`src/rtl/frame_serializer.sv`:
```
// frame_serializer: frame FIFO feeding an MSB-first SBITS-wide serializer with programmable beat clock
module frame_serializer #(
  parameter int FRAME_W = 32,
  parameter int SBITS   = 4,
  parameter int DEPTH   = 4,
  parameter int DEF_DIV = 1
) (
  input  logic               Clk,
  input  logic               Reset,
  input  logic               FrameValid,
  input  logic [FRAME_W-1:0] FrameIn,
  output logic               FrameReady,
  input  logic               ConfigDiv,
  input  logic [31:0]        Din,
  output logic               ConfigErr,
  output logic               TxBusy,
  output logic               ClkTx,
  output logic               DoutValid,
  output logic [SBITS-1:0]   DataOut
);
  localparam int BEATS = FRAME_W / SBITS;
  localparam int BW = BEATS > 1 ? $clog2(BEATS) : 1;
  localparam int AW = $clog2(DEPTH);
  localparam int CW = AW + 1;
  typedef enum logic {IDLE, SHIFT} state_t;
  state_t state;
  logic [FRAME_W-1:0] mem [DEPTH];
  logic [AW-1:0] wr_ptr, rd_ptr;
  logic [CW-1:0] count;
  logic [FRAME_W-1:0] shreg;
  logic [BW-1:0] beat;
  logic [31:0] cyc, div, d_eff;
  logic end_half, frame_done, pop, push, cfg_ok;
  // A pop frees a slot on the same edge, so a full FIFO still takes a frame then.
  always_comb begin
    d_eff = div == '0 ? 32'd1 : div;
    end_half = cyc == d_eff - 32'd1;
    frame_done = state == SHIFT && end_half && ClkTx && beat == BW'(BEATS - 1);
    pop = count != '0 && (state == IDLE || frame_done);
    push = FrameValid && !Reset && (count < CW'(DEPTH) || pop);
    cfg_ok = state == IDLE && count == '0 && !push;
    FrameReady = !Reset && count < CW'(DEPTH);
    TxBusy = state == SHIFT || count != '0;
  end
  // Frame FIFO storage, pointers and occupancy.
  always_ff @(posedge Clk) begin
    if (Reset) begin
      wr_ptr <= '0;
      rd_ptr <= '0;
      count <= '0;
    end else begin
      if (push) mem[wr_ptr] <= FrameIn;
      wr_ptr <= push ? wr_ptr + AW'(1) : wr_ptr;
      rd_ptr <= pop ? rd_ptr + AW'(1) : rd_ptr;
      count <= count + CW'(push) - CW'(pop);
    end
  end
  // Serializer FSM: each beat is D cycles with ClkTx low then D cycles high.
  always_ff @(posedge Clk) begin
    if (Reset) begin
      state <= IDLE;
      shreg <= '0;
      beat <= '0;
      cyc <= '0;
      div <= 32'(DEF_DIV);
      ClkTx <= 1'b0;
      DoutValid <= 1'b0;
      DataOut <= '0;
      ConfigErr <= 1'b0;
    end else begin
      ConfigErr <= ConfigDiv && !cfg_ok;
      if (ConfigDiv && cfg_ok) div <= Din;
      if (pop) begin
        state <= SHIFT;
        shreg <= mem[rd_ptr] << SBITS;
        DataOut <= mem[rd_ptr][FRAME_W-1 -: SBITS];
        DoutValid <= 1'b1;
        ClkTx <= 1'b0;
        cyc <= '0;
        beat <= '0;
      end else if (frame_done) begin
        state <= IDLE;
        DoutValid <= 1'b0;
        DataOut <= '0;
        ClkTx <= 1'b0;
        cyc <= '0;
        beat <= '0;
      end else if (state == SHIFT) begin
        if (!end_half) begin
          cyc <= cyc + 32'd1;
        end else if (!ClkTx) begin
          ClkTx <= 1'b1;
          cyc <= '0;
        end else begin
          ClkTx <= 1'b0;
          cyc <= '0;
          beat <= beat + BW'(1);
          DataOut <= shreg[FRAME_W-1 -: SBITS];
          shreg <= shreg << SBITS;
        end
      end
    end
  end
endmodule

```
`config.mk`:
```
export PLATFORM = sky130hd
export DESIGN_NAME = frame_serializer
export DESIGN_NICKNAME = d
export VERILOG_FILES = /design/src/rtl/frame_serializer.sv
export SDC_FILE = /design/constraint.sdc
export NUM_CORES = 1
export LEC_CHECK = 0
export ABC_AREA = 1
export CORE_AREA = 2 2 187 189
export CTS_CLUSTER_SIZE = 20
export DETAILED_ROUTE_END_ITERATION = 6
export DIE_AREA = 0 0 189 191
export HOLD_SLACK_MARGIN = 0.15
export MAX_ROUTING_LAYER = met4
export PLACE_DENSITY = 0.57
export SETUP_SLACK_MARGIN = 0.1
export SYNTH_ARGS = -nofsm -noshare
export SYNTH_HDL_FRONTEND = slang
export SYNTH_SLANG_ARGS = --single-unit
```
`constraint.sdc`:
```
create_clock -name Clk -period 11.9 [get_ports Clk]
set_input_delay 1.785 -clock Clk [delete_from_list [all_inputs] [get_ports Clk]]
set_output_delay 1.785 -clock Clk [all_outputs]
set_load 0.02 [all_outputs]
```
==> flow_metrics.py <==
metrics = {
    "status": {
        "status": "finished, final reports clean",
    },
    "clock_tree": {
        "clk_latency_ns": 0.56,
        "root_buffer": "clkbuf_16",
        "numCtsBuffers": 26,
        "htree_levels": 1,
        "post_cts_buffers": 0,
        "clockBufferDepth": 3,
        "cts_tree": "done",
        "path_clk_slew_ns": 0.06,
        "ctsResizeCount": 0,
        "clkSinkCount": 239,
        "ctsHoldBuffers": 0,
    },
    "floorplan": {
        "rows": 68,
        "die_y_um": 191,
        "die_area_um2": 36100,
        "pin_count": 77,
        "core_um2": 34100,
        "start_util": 0.364,
        "fp.dieW_um": 189,
    },
    "synthesis": {
        "syn-cell-area_um2": 12400,
        "ys.flop_type": "edfxtp_1",
        "synth_edf_count": 128,
        "yosys.area.top_type": "edfxtp_1",
        "async_reset_ff_frac": 0,
        "synth_seq_area_share": 0.489,
        "synth.avg_cell_area_um2": 7.99,
        "netlist.area_leader.share": 0.310,
        "synth_warnings": 0,
        "synthCells": 1553,
        "synth.area.top_cells": "edfxtp_1, dfxtp_1, nand2_1",
        "synth_cell_types": 46,
        "ys_ff_latch": 239,
        "syn-num-nets": 1632,
    },
    "drt": {
        "drc": 0,
        "routed_wl_um": 33600,
        "post_drt_wl_per_cell_um": 16.2,
        "detail_route.vias_per_cell": 4.88,
        "drt-initial-drc-count": 643,
        "drtPass1Iterations": 6,
        "vias": 10100,
        "ant_nets": 0,
    },
    "finish": {
        "syn_to_final_growth_pct": 16.3,
        "diodes": 0,
        "layout-drive-gt1-share": 0.0654,
        "nets": 1680,
    },
    "worst_hold_path": {
        "hold_path_class": "register to register",
    },
    "setup_path": {
        "crit_path_max_fanout": 11,
        "crit_type": "primary input to output pin",
        "slowest_stage": "clkdlybuf4s50_1",
        "critical_path.endpoint": "FrameReady",
        "crit_arrival_ns": 3.29,
        "path_cells": "clkdlybuf4s50_1 > nor2_1 > clkdlybuf4s50_1",
        "startpoint_type": "primary input",
        "crit_cells": 3,
        "cp-end-kind": "output pin",
        "r2r_slack_ns": 6.90,
        "rr_worst_depth": 31,
        "required_ns": 10.12,
        "r2r_start": "div[26]",
        "timing.rr.end": "count[2]",
        "critical_path.startpoint": "Reset",
        "critPathBufInv": 2,
        "crit_family": "buffers and inverters",
        "cpPeakStageDelay_ns": 0.66,
        "crit_top_cell": "clkdlybuf4s50_1",
    },
    "sta": {
        "setup_tns_ns": 0,
        "fin_hold_ws_ns": 0.468,
        "slew_viol_final": 0,
        "worstMarginPinSlew_ns": 1.12,
        "max_slew_margin": 0.254,
        "finalSetupViolations": 0,
        "finalWorstSetupSlack_ns": 6.83,
        "clock.fmax_ghz": 0.197,
        "hold_viol": 0,
        "rsz0062_at_grt": "no",
        "period_share": 0.426,
        "min_period_ns": 5.07,
        "fin_skew_ns": 0.0149,
    },
    "power_and_ir_drop": {
        "switchingPower_mw": 1.20,
        "pwr-share-clk": 0.277,
        "power_density_nw_per_um2": 213,
        "power.total_mw": 3.07,
        "p_sw_frac": 0.390,
        "intPower_mw": 1.87,
        "peakVddDrop_uv": 131,
        "leakage_nw": 5.90,
        "pwr-share-comb": 0.377,
        "power_frac_seq": 0.345,
    },
    "job": {
        "maxCapViolations": 0,
    },
    "global_route": {
        "grt_pass1_wl_um": 53400,
        "first_global_vias": 9925,
        "grt_usage": 0.193,
        "antenna_found_initial": 0,
        "grt_overflow_total": 0,
        "grt_max_degree": 68,
    },
    "placement": {
        "globalplace.congestion": 0.947,
        "port_buffers": 76,
        "post-place-ws_ns": 6.81,
        "dp_hpwl_um": 23600,
    },
}
## layout make-up
cell class / instances / area, µm²
Inverter: 216 / 811
Sequential cell: 239 / 6070
Multi-Input combinational cell: 1030 / 5220
Tap cell: 455 / 569
Clock inverter: 11 / 140
Clock buffer: 37 / 782
Fill cell: 3496 / 19700
Timing Repair Buffer: 88 / 851
## power groups by stage
| stage | combinational [mW] | sequential, mW | clock (mW) |
|---|---|---|---|
| 2_1_floorplan | 0.899 | 1.05 | 0 |
| 3_3_place_gp | 1.17 | 1.07 | 0 |
| 3_5_place_dp | 1.17 | 1.08 | 0 |
| 4_1_cts | 1.18 | 1.06 | 0.873 |
| 5_1_grt | 1.33 | 1.07 | 0.904 |
| 6_report | 1.16 | 1.06 | 0.852 |
## per-stage QoR
step | area [µm²] | std cells | util
5_1_grt | 14400 | 2076 | 0.423
4_1_cts | 14400 | 2076 | 0.423
3_5_place_dp | 13500 | 2028 | 0.396
3_3_place_gp | 13500 | 2028 | 0.396
6_report | 14400 | 2076 | 0.423
2_1_floorplan | 12400 | 1553 | -
## cell usage after synthesis, types with 5 or more instances
cell type  number
a32o_1         24
edfxtp_1      128
dfxtp_1       111
a21oi_1        68
nand2_2         7
nor3_1         25
nand3b_1        9
clkinv_1       20
a21o_1          7
clkbuf_1       38
xnor2_1        11
o2111ai_1       5
nand2_1       403
o21ai_1        16
nor2_1        189
inv_2          10
nand3_1        60
inv_1         186
xor2_1         50
ha_1           10
nor4_1         15
buf_2          13
o21ai_0        19
buf_6           7
nor2_2          8
o21ai_2        10
nand4_1        67
buf_1           5
## flip-flops by register name, summed over array words and instances (netlist names), named ones only
register	count
ConfigErr	1
mem	128
wr_ptr	2
state	1
shreg	28
cyc	32
DataOut	4
count	3
rd_ptr	2
beat	3
ClkTx	1
div	32
## metal layers
layer	up-vias	GRT usage	part of all wire
li1	5175	-	-
met1	4731	0.228	0.44
met2	161	0.343	0.49
met3	61	0.0229	0.032
met4	0	0.0640	0.034
met5	-	-	0
## worst min path at each step
stage	start	to	slack, ns	cells after the start
finish	beat[2]	beat[2]	0.47	2
global route	shreg[4]	shreg[4]	0.50	2
CTS	beat[2]	beat[2]	0.47	2
detailed placement	beat[2]	beat[2]	0.46	2
global placement	beat[2]	beat[2]	0.45	2
floorplan	shreg[4]	shreg[4]	0.44	2
## logic make-up (layout without fill, tap and decap cells)
| kind of cell | after synthesis | count (layout) | share of synthesized area |
|---|---|---|---|
| xor+xnor | 62 | 62 | 0.0449 |
| fa+ha+maj | 11 | 11 | 0.0117 |
| compound gates | 159 | 159 | 0.0817 |
| flops | 239 | 239 | 0.489 |
| buf+inv | 284 | 352 | 0.0932 |
| simple gates | 798 | 798 | 0.280 |
## layout by cell type (no fill, tap or decap), types with 11 or more instances in the layout
cell type / count
nor3_1: 25
xnor2_1: 11
clkdlybuf4s50_1: 76
nor4_1: 15
nand4_1: 67
buf_4: 12
nand2_1: 403
nand3_1: 60
nor2_1: 184
inv_2: 11
dfxtp_1: 110
xor2_1: 50
o21ai_0: 19
edfxtp_1: 128
clkbuf_16: 28
inv_1: 185
clkinv_1: 21
a21oi_1: 68
a32o_1: 24
o21ai_1: 16
## worst min-delay path, delay by kind of cell, from the launching register on
kind / cells / cell delay [ns]
DFF: 1 / 0.31
AOI/OAI and AO/OA: 1 / 0.05
and+or+nand+nor: 1 / 0.06
Power figures use the tool's default switching activity.
